--- src/rtl/vscale_hasti_arbiter.sv ---
// Two-master, one-slave HASTI arbiter: grants the address phase, tracks the data-phase
// owner, steers data/ready/response, and buffers data phases of arbitration-stalled masters.
module vscale_hasti_arbiter #(
  parameter bit ROUND_ROBIN = 1'b1
) (
  input  logic        hclk,
  input  logic        hresetn,
  input  logic [31:0] m0_haddr,
  input  logic        m0_hwrite,
  input  logic [2:0]  m0_hsize,
  input  logic [1:0]  m0_htrans,
  input  logic [31:0] m0_hwdata,
  output logic [31:0] m0_hrdata,
  output logic        m0_hready,
  output logic        m0_hresp,
  input  logic [31:0] m1_haddr,
  input  logic        m1_hwrite,
  input  logic [2:0]  m1_hsize,
  input  logic [1:0]  m1_htrans,
  input  logic [31:0] m1_hwdata,
  output logic [31:0] m1_hrdata,
  output logic        m1_hready,
  output logic        m1_hresp,
  output logic [31:0] haddr,
  output logic        hwrite,
  output logic [2:0]  hsize,
  output logic [1:0]  htrans,
  output logic [31:0] hwdata,
  output logic [2:0]  hburst,
  output logic        hmastlock,
  output logic [3:0]  hprot,
  input  logic [31:0] hrdata,
  input  logic        hready,
  input  logic        hresp
);

  localparam int unsigned DW = 32;
  localparam int unsigned NM = 2;
  localparam logic [1:0] HTRANS_IDLE = 2'b00;

  logic [NM-1:0]         req_c;
  logic                  gnt_c;

  logic                  ap_lock_q, ap_lock_d;
  logic                  ap_owner_q, ap_owner_d;
  logic                  dp_valid_q, dp_valid_d;
  logic                  dp_owner_q, dp_owner_d;
  logic                  prio_q, prio_d;
  logic [NM-1:0]         held_q, held_d;
  logic [NM-1:0][DW-1:0] hold_rdata_q, hold_rdata_d;
  logic [NM-1:0]         hold_resp_q, hold_resp_d;

  assign req_c = {m1_htrans[1], m0_htrans[1]};

  // Grant: a locked address phase keeps its owner through slave wait states.
  always_comb begin
    gnt_c = 1'b0;
    if (ap_lock_q) begin
      gnt_c = ap_owner_q;
    end else if (req_c[0] && req_c[1]) begin
      gnt_c = ROUND_ROBIN ? prio_q : 1'b0;
    end else if (req_c[1]) begin
      gnt_c = 1'b1;
    end
  end

  assign haddr  = gnt_c ? m1_haddr  : m0_haddr;
  assign hwrite = gnt_c ? m1_hwrite : m0_hwrite;
  assign hsize  = gnt_c ? m1_hsize  : m0_hsize;
  assign htrans = gnt_c ? (req_c[1] ? m1_htrans : HTRANS_IDLE)
                        : (req_c[0] ? m0_htrans : HTRANS_IDLE);
  assign hwdata = (dp_valid_q && dp_owner_q) ? m1_hwdata : m0_hwdata;

  assign hburst    = 3'b000;
  assign hmastlock = 1'b0;
  assign hprot     = 4'b0000;

  assign m0_hready = hready & ~(req_c[0] & gnt_c);
  assign m1_hready = hready & ~(req_c[1] & ~gnt_c);
  assign m0_hrdata = held_q[0] ? hold_rdata_q[0] : hrdata;
  assign m1_hrdata = held_q[1] ? hold_rdata_q[1] : hrdata;
  assign m0_hresp  = held_q[0] ? hold_resp_q[0] : (dp_valid_q & ~dp_owner_q & hresp);
  assign m1_hresp  = held_q[1] ? hold_resp_q[1] : (dp_valid_q & dp_owner_q & hresp);

  // Next state: lock, data-phase tracking, priority and per-master hold buffers.
  always_comb begin
    ap_lock_d    = ap_lock_q;
    ap_owner_d   = ap_owner_q;
    dp_valid_d   = dp_valid_q;
    dp_owner_d   = dp_owner_q;
    prio_d       = prio_q;
    held_d       = held_q;
    hold_rdata_d = hold_rdata_q;
    hold_resp_d  = hold_resp_q;
    if (hready) begin
      ap_lock_d  = 1'b0;
      dp_valid_d = htrans[1];
      dp_owner_d = gnt_c;
      if (htrans[1]) begin
        prio_d = ~gnt_c;
      end
      for (int i = 0; i < NM; i++) begin
        if (dp_valid_q && (dp_owner_q == 1'(i)) && req_c[i] && (gnt_c != 1'(i))) begin
          held_d[i]       = 1'b1;
          hold_rdata_d[i] = hrdata;
          hold_resp_d[i]  = hresp;
        end else if ((gnt_c == 1'(i)) && req_c[i]) begin
          held_d[i] = 1'b0;
        end
      end
    end else if (htrans[1]) begin
      ap_lock_d  = 1'b1;
      ap_owner_d = gnt_c;
    end
  end

  always_ff @(posedge hclk or negedge hresetn) begin
    if (!hresetn) begin
      ap_lock_q    <= 1'b0;
      ap_owner_q   <= 1'b0;
      dp_valid_q   <= 1'b0;
      dp_owner_q   <= 1'b0;
      prio_q       <= 1'b0;
      held_q       <= '0;
      hold_rdata_q <= '0;
      hold_resp_q  <= '0;
    end else begin
      ap_lock_q    <= ap_lock_d;
      ap_owner_q   <= ap_owner_d;
      dp_valid_q   <= dp_valid_d;
      dp_owner_q   <= dp_owner_d;
      prio_q       <= prio_d;
      held_q       <= held_d;
      hold_rdata_q <= hold_rdata_d;
      hold_resp_q  <= hold_resp_d;
    end
  end

endmodule

--- config.mk ---
export PLATFORM = sky130hd
export DESIGN_NAME = vscale_hasti_arbiter
export DESIGN_NICKNAME = d
export VERILOG_FILES = /design/src/rtl/vscale_hasti_arbiter.sv
export SDC_FILE = /design/constraint.sdc
export NUM_CORES = 1
export LEC_CHECK = 0
export BUFFER_PORTS_ARGS = -buffer_cell sky130_fd_sc_hd__buf_2
export CAP_MARGIN = 20
export CORE_AREA = 2 2 126 128
export CTS_CLUSTER_DIAMETER = 150
export DETAILED_ROUTE_END_ITERATION = 10
export DIE_AREA = 0 0 128 130
export PLACE_DENSITY_LB_ADDON = 0.15
export SLEW_MARGIN = 20
export SYNTH_ARGS = -nofsm -noshare
export SYNTH_HDL_FRONTEND = slang
export SYNTH_SLANG_ARGS = --single-unit
--- constraint.sdc ---
create_clock -name hclk -period 3.6 [get_ports hclk]
set_input_delay 0.54 -clock hclk [delete_from_list [all_inputs] [get_ports hclk]]
set_output_delay 0.54 -clock hclk [all_outputs]
set_load 0.1 [all_outputs]
**Yosys cells after proc, flatten, opt, wreduce, memory -nomap -nowiden**

Index checks and enable logic that the tools add are counted.

- Register bits after elaboration: 73
- Bits in latches: 0
- RAM bits: 0
- ROM bits: 0
- Input bits: 176
- Output and inout bits: 146
- Word-level logic and storage cells: 62
- Memories kept: 0

- $add $sub $neg: 0
- Multiply operators: 0
- Divide/modulo/power cells: 0
- Magnitude comparators: 0
- Eq/ne operators: 0
- Shifts and indexed selects: 0
- Mux-type cells: 20
- Bitwise logic cells: 13
- Reductions and logical operators: 18

Operators by type and width:

| operator | number |
|---|---|
| $mux W32 | 4 |
| $mux W1 | 12 |
| $reduce_and A2 Y1 | 6 |
| $logic_and A1 B1 Y1 | 9 |
| $and A1 B1 Y1 | 8 |
| $mux W2 | 3 |
| $reduce_bool A2 Y1 | 3 |
| $not A1 Y1 | 5 |
| $mux W3 | 1 |

**Logic depth before layout (Yosys ltp)**

- Depth after elaboration: 7
- Gate-level depth with buffers: 6
- Mapped depth without buffers: 4

**Worst setup path before layout**

Ideal clock, no wire load.

- Kind: reg-to-output
- Start point: register held_q[0]
- End point: output m0_hresp
- Data arrival time: 2904 ps
- Data required time: 3060 ps
- Slack: 156 ps
- Cell stages (with the launch flop): 4
- Path buffers: 2
- Cell sequence: dfrtp_1 -> clkbuf_1 -> clkbuf_1 -> o21ai_0

- Longest elaborated chain between the ends: 1

Ends and longest elaborated chain:

| element | line | source |
|---|---|---|
| start, declared | 49 | `logic [NM-1:0] held_q, held_d;` |
| start signal, assigned | 133 | `held_q <= held_d;` |
| $mux W1 | 82 | `assign m0_hresp = held_q[0] ? hold_resp_q[0] : (dp_valid_q & ~dp_owner_q & hresp);` |
| end, declared | 15 | `output logic m0_hresp,` |

No other way between the ends.

**Worst setup path after layout**

- Start point: input m0_htrans[1]
- End point: output haddr[1]

- Longest elaborated chain between the ends: 4

Ends and longest elaborated chain:

| element | line | source |
|---|---|---|
| start, declared | 11 | `input logic [1:0] m0_htrans,` |
| $logic_and A1 B1 Y1 | 60 | `end else if (req_c[0] && req_c[1]) begin` |
| $mux W1 | 60 |  |
| $mux W1 | 58 | `if (ap_lock_q) begin` |
| $mux W32 | 67 | `assign haddr = gnt_c ? m1_haddr : m0_haddr;` |
| end, declared | 24 | `output logic [31:0] haddr,` |

No other way between the ends.

==> results.md <==
* Setup TNS at 0 ns
* Seq cells post-synth at 73
* Num CTS Buffers at 9
* Vias per cell at 4.58
* Max VDD drop at 0.544 mV
* Power Dens Cells at 1080 mW/mm^2
* Req. time, crit path at 3.06 ns
* Count of final hold-check violations at 0
* Reg2reg end: hold_rdata_q[27]
* Static Leak at 3.43 nW
* Total GRT Usage at 17.7%
* I/O Pins at 322
* Grt total ovfl at 0
* HPWL after detailed placement at 12400 um
* Cell count after synthesis at 422
* Fin nets at 901
* Starting Density at 29.2%
* Die Area at 0.0166 mm^2
* CTS Buffer Depth at 2
* Min cycle time layout at 2.80 ns
* Residual DRC at 0
* Ys Warns at 0
* Setup crit end kind: primary output
* Final period utilization at 77.8%
* Fin util at 41.8%
* Worst R2R Setup Slack at 1.17 ns
* Total of max-cap violations at 0
* Worst Path Max Fanout at 37
* Worst path arrival time at 2.26 ns
* Asr flop ratio synth at 100%
* Max Fclk at 357 MHz
* Netlist cell types at 27
* IO Port Bufs at 313
* Crit-path max cell delay at 0.45 ns
* Die Height at 130 um
* FF-to-FF Start: ap_lock_q
* Avg WL per Cell at 17.1 um
* R2R depth at 6
* Vias at 4228
* RD Place Congestion at 0.773
* Least-Margin Pin Slew at 0.941 ns
* FP Rows at 46
* Clock Pin Slew Worst Setup and Hold Paths at 0.06 ns
* First DRT Iteration DRCs at 158
* Max-slew headroom at 37.3%
* Root buffer cell: clkbuf_16
* Slowest stage cell on the critical path: buf_2
* First-pass GRT wire length at 22400 um
* Share of layout cells above drive strength 1 at 64.5%
* Final setup viols at 0
* Number of enable flip-flop cells after synthesis at 0
* Pins Over Slew Limit at 0
* Drt first pass iters at 4
* Syn_area_per_cell at 10.7 um^2
* CTS tree: yes
* Post-CTS Hold Buffers at 0
* Number of global-route vias before repair at 4039
* Largest net degree at the start of global routing at 74
* Share of the yosys chip area belonging to registers at 40.6%
* Clock H-tree levels at 3
* Std-Cell Core Area at 0.0154 mm^2
* Synth Cell Area at 0.00450 mm^2
* Die W at 128 um
* Synth-to-layout area growth at 43.4%
* Post-route ant nets at 0
* Worst skew pair latency at 0.33 ns
* Initial antenna violation count at 6
* Worst setup SP type: primary input
* Drt total wl at 15800 um
* Outcome: finished, final reports clean
* Final setup skew at 0.00586 ns
* Post-CTS Setup Inserts at 0
* Critical path class: in2out
* Hold WC Path Type: in2async
* CTS Sinks at 73
* Cts repair resizes at 0
* CP cell instances: buf_2 -> nor2b_1 -> o21a_1 -> buf_4 -> nand2_1 -> nand2_1 -> buf_2
* Top FF cell, synth: dfrtp_1
* RSZ-0062 raised after global routing: false
==> logic make-up after synthesis <==
kind of cell	synth area share (%)
buffers and inverters	5.26
flip-flops	40.6
multiplexers	40.6
AND/OR/NAND/NOR	11.2
other	0.0834
AO/OA/AOI/OAI	2.34
==> routing by layer <==
layer	vias to the layer above	part of all wire, %	GRT usage (%)
li1	2038	-	-
met1	2000	42	23.2
met2	168	48	28.2
met3	14	9.2	6.77
met4	8	0.63	3.43
met5	-	0.31	0
==> layout make-up <==
type | instances | area [um^2]
fillers | 1580 | 8970
diodes | 2 | 5.00
inverters | 3 | 11.3
repair buffers | 322 | 1640
clock inverters | 3 | 17.5
multi-input cells | 316 | 2470
flip-flops and latches | 73 | 1830
clock buffers | 12 | 246
well taps | 192 | 240
==> metrics by stage <==
stage / cells / power, mW / instance area (um^2) / setup slack (ns) / hold slack (ns)
floorplan: 429 / 5.48 / 4520 / 0.156 / 0.244
global placement: 906 / 6.12 / 6180 / 0.859 / 0.462
detailed placement: 906 / 6.17 / 6180 / 0.814 / 0.468
CTS: 921 / 7.00 / 6440 / 0.800 / 0.395
global route: 922 / 7.24 / 6450 / 0.678 / 0.422
finish: 923 / 6.94 / 6450 / 0.799 / 0.350
==> worst max-delay path, delay by kind of cell <==
family | cells | cell delay [ns]
buf+inv | 3 | 1.01
simple gates | 3 | 0.40
compound gates | 1 | 0.27
==> cells in the mapped netlist, types with 4 or more instances <==
master / number / area share [%]
a21oi_1: 4 / 0.45
buf_1: 7 / 0.58
buf_2: 6 / 0.67
buf_4: 9 / 1.5
buf_6: 6 / 1.5
clkbuf_1: 9 / 0.75
dfrtp_1: 73 / 41
mux2_1: 30 / 7.5
mux2_2: 132 / 33
nand2_1: 116 / 9.7
nor2_1: 5 / 0.42
o21ai_0: 5 / 0.56
==> worst max path at each step <==
stage                 startpoint   endpoint  slack (ns)  cells past startpoint
global placement    m0_htrans[1]   haddr[1]        0.86                      7
global route        m0_htrans[1]  haddr[11]        0.68                      7
finish              m0_htrans[1]   haddr[1]        0.80                      7
floorplan              held_q[0]   m0_hresp        0.16                      3
detailed placement  m0_htrans[1]   haddr[1]        0.81                      7
CTS                 m0_htrans[1]   haddr[1]        0.80                      7
==> state kept, by name, indices dropped and copies added (netlist names) <==
register and flops:
dp_owner_q 1, hold_resp_q 2, ap_owner_q 1, held_q 2, dp_valid_q 1, hold_rdata_q 64
prio_q 1, ap_lock_q 1
==> power by group <==
group          leakage, nW  internal, mW  switching [mW]
clock                0.128         0.479           0.320
combinational         2.41         0.974            3.79
sequential           0.894          1.20           0.176
==> cells in the final DEF (no fill, tap or decap), types with 5 or more instances in the layout <==
cell,count
nor2_1,5
mux2_1,30
buf_2,312
conb_1,8
o21ai_0,5
dfrtp_1,73
clkbuf_16,9
nand2_1,116
buf_4,10
mux2_2,132
Power figures use the tool's default switching activity.
